[src/rtl/video_timing_gen.sv]
// Raster timing generator for the video path: pixel enable, h/v counters,
// blank/sync flags and PAL/NTSC/scandouble mode switching at frame boundaries.
module video_timing_gen #(
  parameter int HW            = 10,
  parameter int VW            = 10,
  parameter int H_TOTAL       = 638,
  parameter int H_BLANK_START = 529,
  parameter int H_SYNC_START  = 544,
  parameter int H_SYNC_END    = 590,
  parameter int PAL_LINES     = 312,
  parameter int NTSC_LINES    = 262,
  parameter int PAL_VB_START  = 300,
  parameter int PAL_VS_START  = 304,
  parameter int PAL_VS_END    = 308,
  parameter int NTSC_VB_START = 240,
  parameter int NTSC_VS_START = 245,
  parameter int NTSC_VS_END   = 248
) (
  input  logic          clk,
  input  logic          reset,
  input  logic          pal,
  input  logic          scandouble,
  output logic          ce_pix,
  output logic [HW-1:0] hc,
  output logic [VW-1:0] vc,
  output logic          HBlank,
  output logic          HSync,
  output logic          VBlank,
  output logic          VSync,
  output logic          field,
  output logic          line_start,
  output logic          frame_start,
  output logic          pal_active,
  output logic          sd_active
);

  if (!(H_BLANK_START < H_SYNC_START && H_SYNC_START < H_SYNC_END &&
        H_SYNC_END < H_TOTAL && H_TOTAL <= (1 << HW) &&
        PAL_VB_START < PAL_VS_START && PAL_VS_START < PAL_VS_END &&
        PAL_VS_END < PAL_LINES && NTSC_VB_START < NTSC_VS_START &&
        NTSC_VS_START < NTSC_VS_END && NTSC_VS_END < NTSC_LINES &&
        2 * PAL_LINES <= (1 << VW) && 2 * NTSC_LINES <= (1 << VW))) begin : gBadParams
    $error("video_timing_gen: inconsistent timing parameters");
  end

  localparam logic [HW-1:0] HOne        = HW'(1);
  localparam logic [VW-1:0] VOne        = VW'(1);
  localparam logic [HW-1:0] HLast       = HW'(H_TOTAL - 1);
  localparam logic [HW-1:0] HBlankStart = HW'(H_BLANK_START);
  localparam logic [HW-1:0] HSyncStart  = HW'(H_SYNC_START);
  localparam logic [HW-1:0] HSyncEnd    = HW'(H_SYNC_END);
  localparam logic [VW-1:0] PalLines    = VW'(PAL_LINES);
  localparam logic [VW-1:0] NtscLines   = VW'(NTSC_LINES);
  localparam logic [VW-1:0] PalVbStart  = VW'(PAL_VB_START);
  localparam logic [VW-1:0] PalVsStart  = VW'(PAL_VS_START);
  localparam logic [VW-1:0] PalVsEnd    = VW'(PAL_VS_END);
  localparam logic [VW-1:0] NtscVbStart = VW'(NTSC_VB_START);
  localparam logic [VW-1:0] NtscVsStart = VW'(NTSC_VS_START);
  localparam logic [VW-1:0] NtscVsEnd   = VW'(NTSC_VS_END);

  logic          ce_q;
  logic [HW-1:0] hc_q, hc_d;
  logic [VW-1:0] vc_q, vc_d;
  logic          hBlank_q, hSync_q, vBlank_q, vSync_q;
  logic          field_q, lineStart_q, frameStart_q;
  logic          palActive_q, sdActive_q;
  logic          lineWrap, frameWrap;
  logic [VW-1:0] vTotal, vbStart, vsStart, vsEnd;

  // Vertical geometry is doubled in line count when scandoubling.
  always_comb begin
    vTotal  = (palActive_q ? PalLines   : NtscLines)   << sdActive_q;
    vbStart = (palActive_q ? PalVbStart : NtscVbStart) << sdActive_q;
    vsStart = (palActive_q ? PalVsStart : NtscVsStart) << sdActive_q;
    vsEnd   = (palActive_q ? PalVsEnd   : NtscVsEnd)   << sdActive_q;
  end

  always_comb begin
    lineWrap  = (hc_q == HLast);
    frameWrap = lineWrap && (vc_q == vTotal - VOne);
    hc_d      = lineWrap ? '0 : hc_q + HOne;
    vc_d      = vc_q;
    if (lineWrap) begin
      vc_d = frameWrap ? '0 : vc_q + VOne;
    end
  end

  // Everything but ce_pix advances only on ce cycles; mode inputs are
  // captured solely on the frame wrap so frames are never truncated.
  always_ff @(posedge clk) begin
    if (reset) begin
      ce_q         <= 1'b0;
      hc_q         <= '0;
      vc_q         <= '0;
      hBlank_q     <= 1'b0;
      hSync_q      <= 1'b0;
      vBlank_q     <= 1'b0;
      vSync_q      <= 1'b0;
      field_q      <= 1'b0;
      lineStart_q  <= 1'b0;
      frameStart_q <= 1'b0;
      palActive_q  <= pal;
      sdActive_q   <= scandouble;
    end else begin
      ce_q         <= sdActive_q ? 1'b1 : ~ce_q;
      lineStart_q  <= 1'b0;
      frameStart_q <= 1'b0;
      if (ce_q) begin
        hc_q         <= hc_d;
        vc_q         <= vc_d;
        lineStart_q  <= lineWrap;
        frameStart_q <= frameWrap;

        if (hc_q == HBlankStart) begin
          hBlank_q <= 1'b1;
        end else if (hc_q == '0) begin
          hBlank_q <= 1'b0;
        end

        if (hc_q == HSyncStart) begin
          hSync_q <= 1'b1;
        end else if (hc_q == HSyncEnd) begin
          hSync_q <= 1'b0;
        end

        // Vertical flags switch mid-line, aligned with the leading edge of HSync.
        if (hc_q == HSyncStart) begin
          if (vc_q == vbStart) begin
            vBlank_q <= 1'b1;
          end else if (vc_q == '0) begin
            vBlank_q <= 1'b0;
          end
          if (vc_q == vsStart) begin
            vSync_q <= 1'b1;
          end else if (vc_q == vsEnd) begin
            vSync_q <= 1'b0;
          end
        end

        if (frameWrap) begin
          field_q     <= ~field_q;
          palActive_q <= pal;
          sdActive_q  <= scandouble;
        end
      end
    end
  end

  assign ce_pix      = ce_q;
  assign hc          = hc_q;
  assign vc          = vc_q;
  assign HBlank      = hBlank_q;
  assign HSync       = hSync_q;
  assign VBlank      = vBlank_q;
  assign VSync       = vSync_q;
  assign field       = field_q;
  assign line_start  = lineStart_q;
  assign frame_start = frameStart_q;
  assign pal_active  = palActive_q;
  assign sd_active   = sdActive_q;

endmodule

[config.mk]
export PLATFORM = sky130hd
export DESIGN_NAME = video_timing_gen
export DESIGN_NICKNAME = d
export VERILOG_FILES = /design/src/rtl/video_timing_gen.sv
export SDC_FILE = /design/constraint.sdc
export NUM_CORES = 1
export LEC_CHECK = 0
export BUFFER_PORTS_ARGS = -buffer_cell sky130_fd_sc_hd__buf_2
export CAP_MARGIN = 25
export CORE_ASPECT_RATIO = 0.7
export CORE_UTILIZATION = 35
export DETAILED_ROUTE_END_ITERATION = 8
export PLACE_DENSITY = 0.6
export SLEW_MARGIN = 20
export SYNTH_ARGS = -nofsm -noshare
export SYNTH_HDL_FRONTEND = slang
export SYNTH_SLANG_ARGS = --single-unit
[constraint.sdc]
create_clock -name clk -period 6.6 [get_ports clk]
set_input_delay 1.32 -clock clk [delete_from_list [all_inputs] [get_ports clk]]
set_output_delay 1.32 -clock clk [all_outputs]
set_load 0.005 [all_outputs]
==> metrics.txt <==
DRC=0; share of cells above drive strength 1=19.8%; post-synthesis mux area share=0.546%; Worst path slowest cell=o31ai_2; count of inserted antenna diode cells=0; TritonCTS Sinks=30; data arrival time of the worst path=2.71 ns; part of the Yosys area used for sequential elements=33.9%; Root Buffer=clkbuf_8; Worst Path Class, Setup=register to register; post-CTS clock slew at the launch and capture registers of the worst setup and hold paths=0.08 ns; fraction of post-synthesis cell area in the top cell type by area=30.6%; final setup violating endpoints=0; final count of hold timing violations=0; die boundary height=62.5 um; Final nets=247; Synthesis Warnings=0; number of nets still failing antenna checks after routing=0; wire length of the first global-routing pass=6550 um; largest cells by area after synthesis=dfxtp_1, xor2_1, ha_1; most common cell after layout, fill and taps aside=buf_2; number of design-rule violations left by the first detailed-router iteration=67; most frequent cells in the layout=buf_2, dfxtp_1, nor2_1; number of placed I/O pins=34; register bit total from synthesis=30; Critical Path Start Type=register; critical-path cell list=inv_1 > ha_1 > xor2_1 > xnor2_1 > o211ai_1 > o31ai_2; post-synthesis cell type count=41; post-detail-place hpwl=3020 um; Adder-Cell Fraction of Synth Area=8.20%; min-delay worst type=register to register; areal power density over the cells=193 mW/mm^2; number of global-route vias before repair=1265; normalized max-slew margin=45.2%; via count normalized by instance count=4.82; Highest Clock Rate=357 MHz; post-CTS setup buffers=0; post-synthesis average cell area=9.07 sq um; net count after synthesis=218; GRT Resource Usage Total=15.4%; hold buffers post-CTS=0; number of placement rows=21; Resize count post-CTS=0; average wire length per cell after detail routing=13.5 um; total congestion overflow=0; area growth from synthesis to final layout=14.0%; Worst path max stage delay=0.74 ns; count of cells along the worst register-to-register path=6; share of the synthesized netlist area taken by xor and xnor gates=16.7%; length of the first detailed-routing pass in iterations=4; total standard cell area after synthesis=0.00183 sq mm; area enclosed by the die boundary=0.00553 sq mm; Yosys top cell by area=dfxtp_1; TritonCTS clock tree=yes; post-route clock period utilization=42.5%; static leakage=0.933 nW; H-Tree Level Count=2; instance area after placement=0.00198 sq mm; result of the run=completed; post-route minimum period=2.80 ns; total wire length=4060 um; total vias in the final route=1451; Initial Util=37.3%; core footprint=0.00491 sq mm; Worst Clk Skew=0.0142 ns; Synth Instances=202; Finished Cell Area=0.00209 sq mm; simple-gate portion of the synthesized area=25.4%; Crit. End Element=register; TNS Setup=0 ns; actual slew at the worst max-slew pin=0.815 ns; max-cap check violation count=0; total of fill cells in the finished design=510; maximum resistive drop on vdd=0.0991 mV; Worst Hold Path Cells=2; Max clock buf depth=2; Worst Path Required=6.51 ns; antenna violations before repair=0; worst-skew pair later-pin latency=0.28 ns; largest family of logic cells by synthesized area=simple AND/OR/NAND/NOR gates; synthesized-area fraction occupied by ao, oa, aoi and oai cells=7.31%; unrepaired setup endpoints after global routing=no; Final Max Slew Viols=0; GP Congestion=0.822; chip width=88.5 um; Inserted Clock Buffers=5; pin count of the biggest net entering global routing=13; count of input and output buffers=33; largest fanout on the critical path=11
==> per-stage QoR <==
stage | hold WS, ns | total power [mW] | cells | setup WS [ns] | util [%]
after CTS | 0.471 | 0.407 | 301 | 3.82 | 42.5
after detailed placement | 0.460 | 0.223 | 293 | 3.81 | 40.3
final | 0.464 | 0.402 | 301 | 3.80 | 42.5
after global routing | 0.505 | 0.421 | 301 | 3.57 | 42.5
after floorplan | 0.458 | 0.216 | 202 | 4.20 | -
after global placement | 0.454 | 0.223 | 293 | 3.89 | 40.3
==> layer usage <==
metal  wire [um]  GRT usage [%]  up-vias  part of all wire [%]
li1            -              -      754                     -
met1        2390           25.1      667                    59
met2        1470           19.5       28                    36
met3         179           4.10        2                   4.4
met4          23           3.02        0                  0.57
met5           0              0        -                     0
==> area by class of cell <==
type | count | area (sq um) | share of cell area (%)
multi-input cells | 150 | 1070 | 51.0
clock buffers | 5 | 68.8 | 3.30
inverters | 11 | 41.3 | 1.98
flip-flops and latches | 30 | 621 | 29.7
clock inverters | 3 | 40.0 | 1.92
well taps | 69 | 86.3 | 4.13
repair buffers | 33 | 165 | 7.91
==> synth_stat cells (all sizes together) <==
| cell | instances |
|---|---|
| dfxtp | 28 |
| nor2 | 25 |
| xor2 | 22 |
| nand3 | 14 |
| xnor2 | 13 |
| ha | 12 |
| inv | 11 |
| nand2 | 9 |
| nand4 | 8 |
| a21oi | 7 |
| clkbuf | 6 |
| nor4 | 6 |
| and3 | 5 |
| buf | 5 |
| o31ai | 5 |
| nor3 | 3 |
| edfxtp | 2 |
| nand2b | 2 |
| or3 | 2 |
| or4 | 2 |
| a21boi | 1 |
| a22oi | 1 |
| a41o | 1 |
| and3b | 1 |
| and4 | 1 |
| mux2i | 1 |
| nand4bb | 1 |
| nor2b | 1 |
| nor3b | 1 |
| o2111ai | 1 |
| o211a | 1 |
| o211ai | 1 |
| o21ai | 1 |
| or2 | 1 |
| or4b | 1 |
==> worst paths after layout <==
kind	to	slack (ns)	startpoint
setup / recovery	sd_active	3.80	pal_active
hold / removal	VBlank	0.46	VBlank
setup reg to reg	sd_active	3.80	pal_active
hold reg to reg	VBlank	0.46	VBlank
==> power breakdown <==
part           total (mW)  switching, mW  internal, mW  leakage, nW
clock network       0.183         0.0721         0.111       0.0579
registers           0.192        0.00606         0.185        0.246
logic              0.0277         0.0155        0.0121        0.629
==> flip-flops by register name (all words and copies together), names as in the netlist <==
| signal | count |
|---|---|
| hc | 10 |
| vc | 10 |
| HBlank | 1 |
| HSync | 1 |
| VBlank | 1 |
| VSync | 1 |
| ce_pix | 1 |
| field | 1 |
| frame_start | 1 |
| line_start | 1 |
| pal_active | 1 |
| sd_active | 1 |
==> worst max-delay path: cells and delay by family, from the launching register on <==
kind,cells,cell delay [ns]
AOI/OAI and AO/OA,2,0.93
buffers and inverters,1,0.12
xor gates and xnor gates,2,0.39
adders and majority gates,1,0.40
DFF,1,0.60
==> cell families (layout without fill, tap and decap cells) <==
kind of cell,count (synthesis),after routing
xor+xnor,35,35
mux,1,1
buf+inv,22,52
compound gates,19,19
simple gates,83,83
flops,30,30
fa+ha+maj,12,12
No activity file was read; power rests on OpenSTA's default activity.
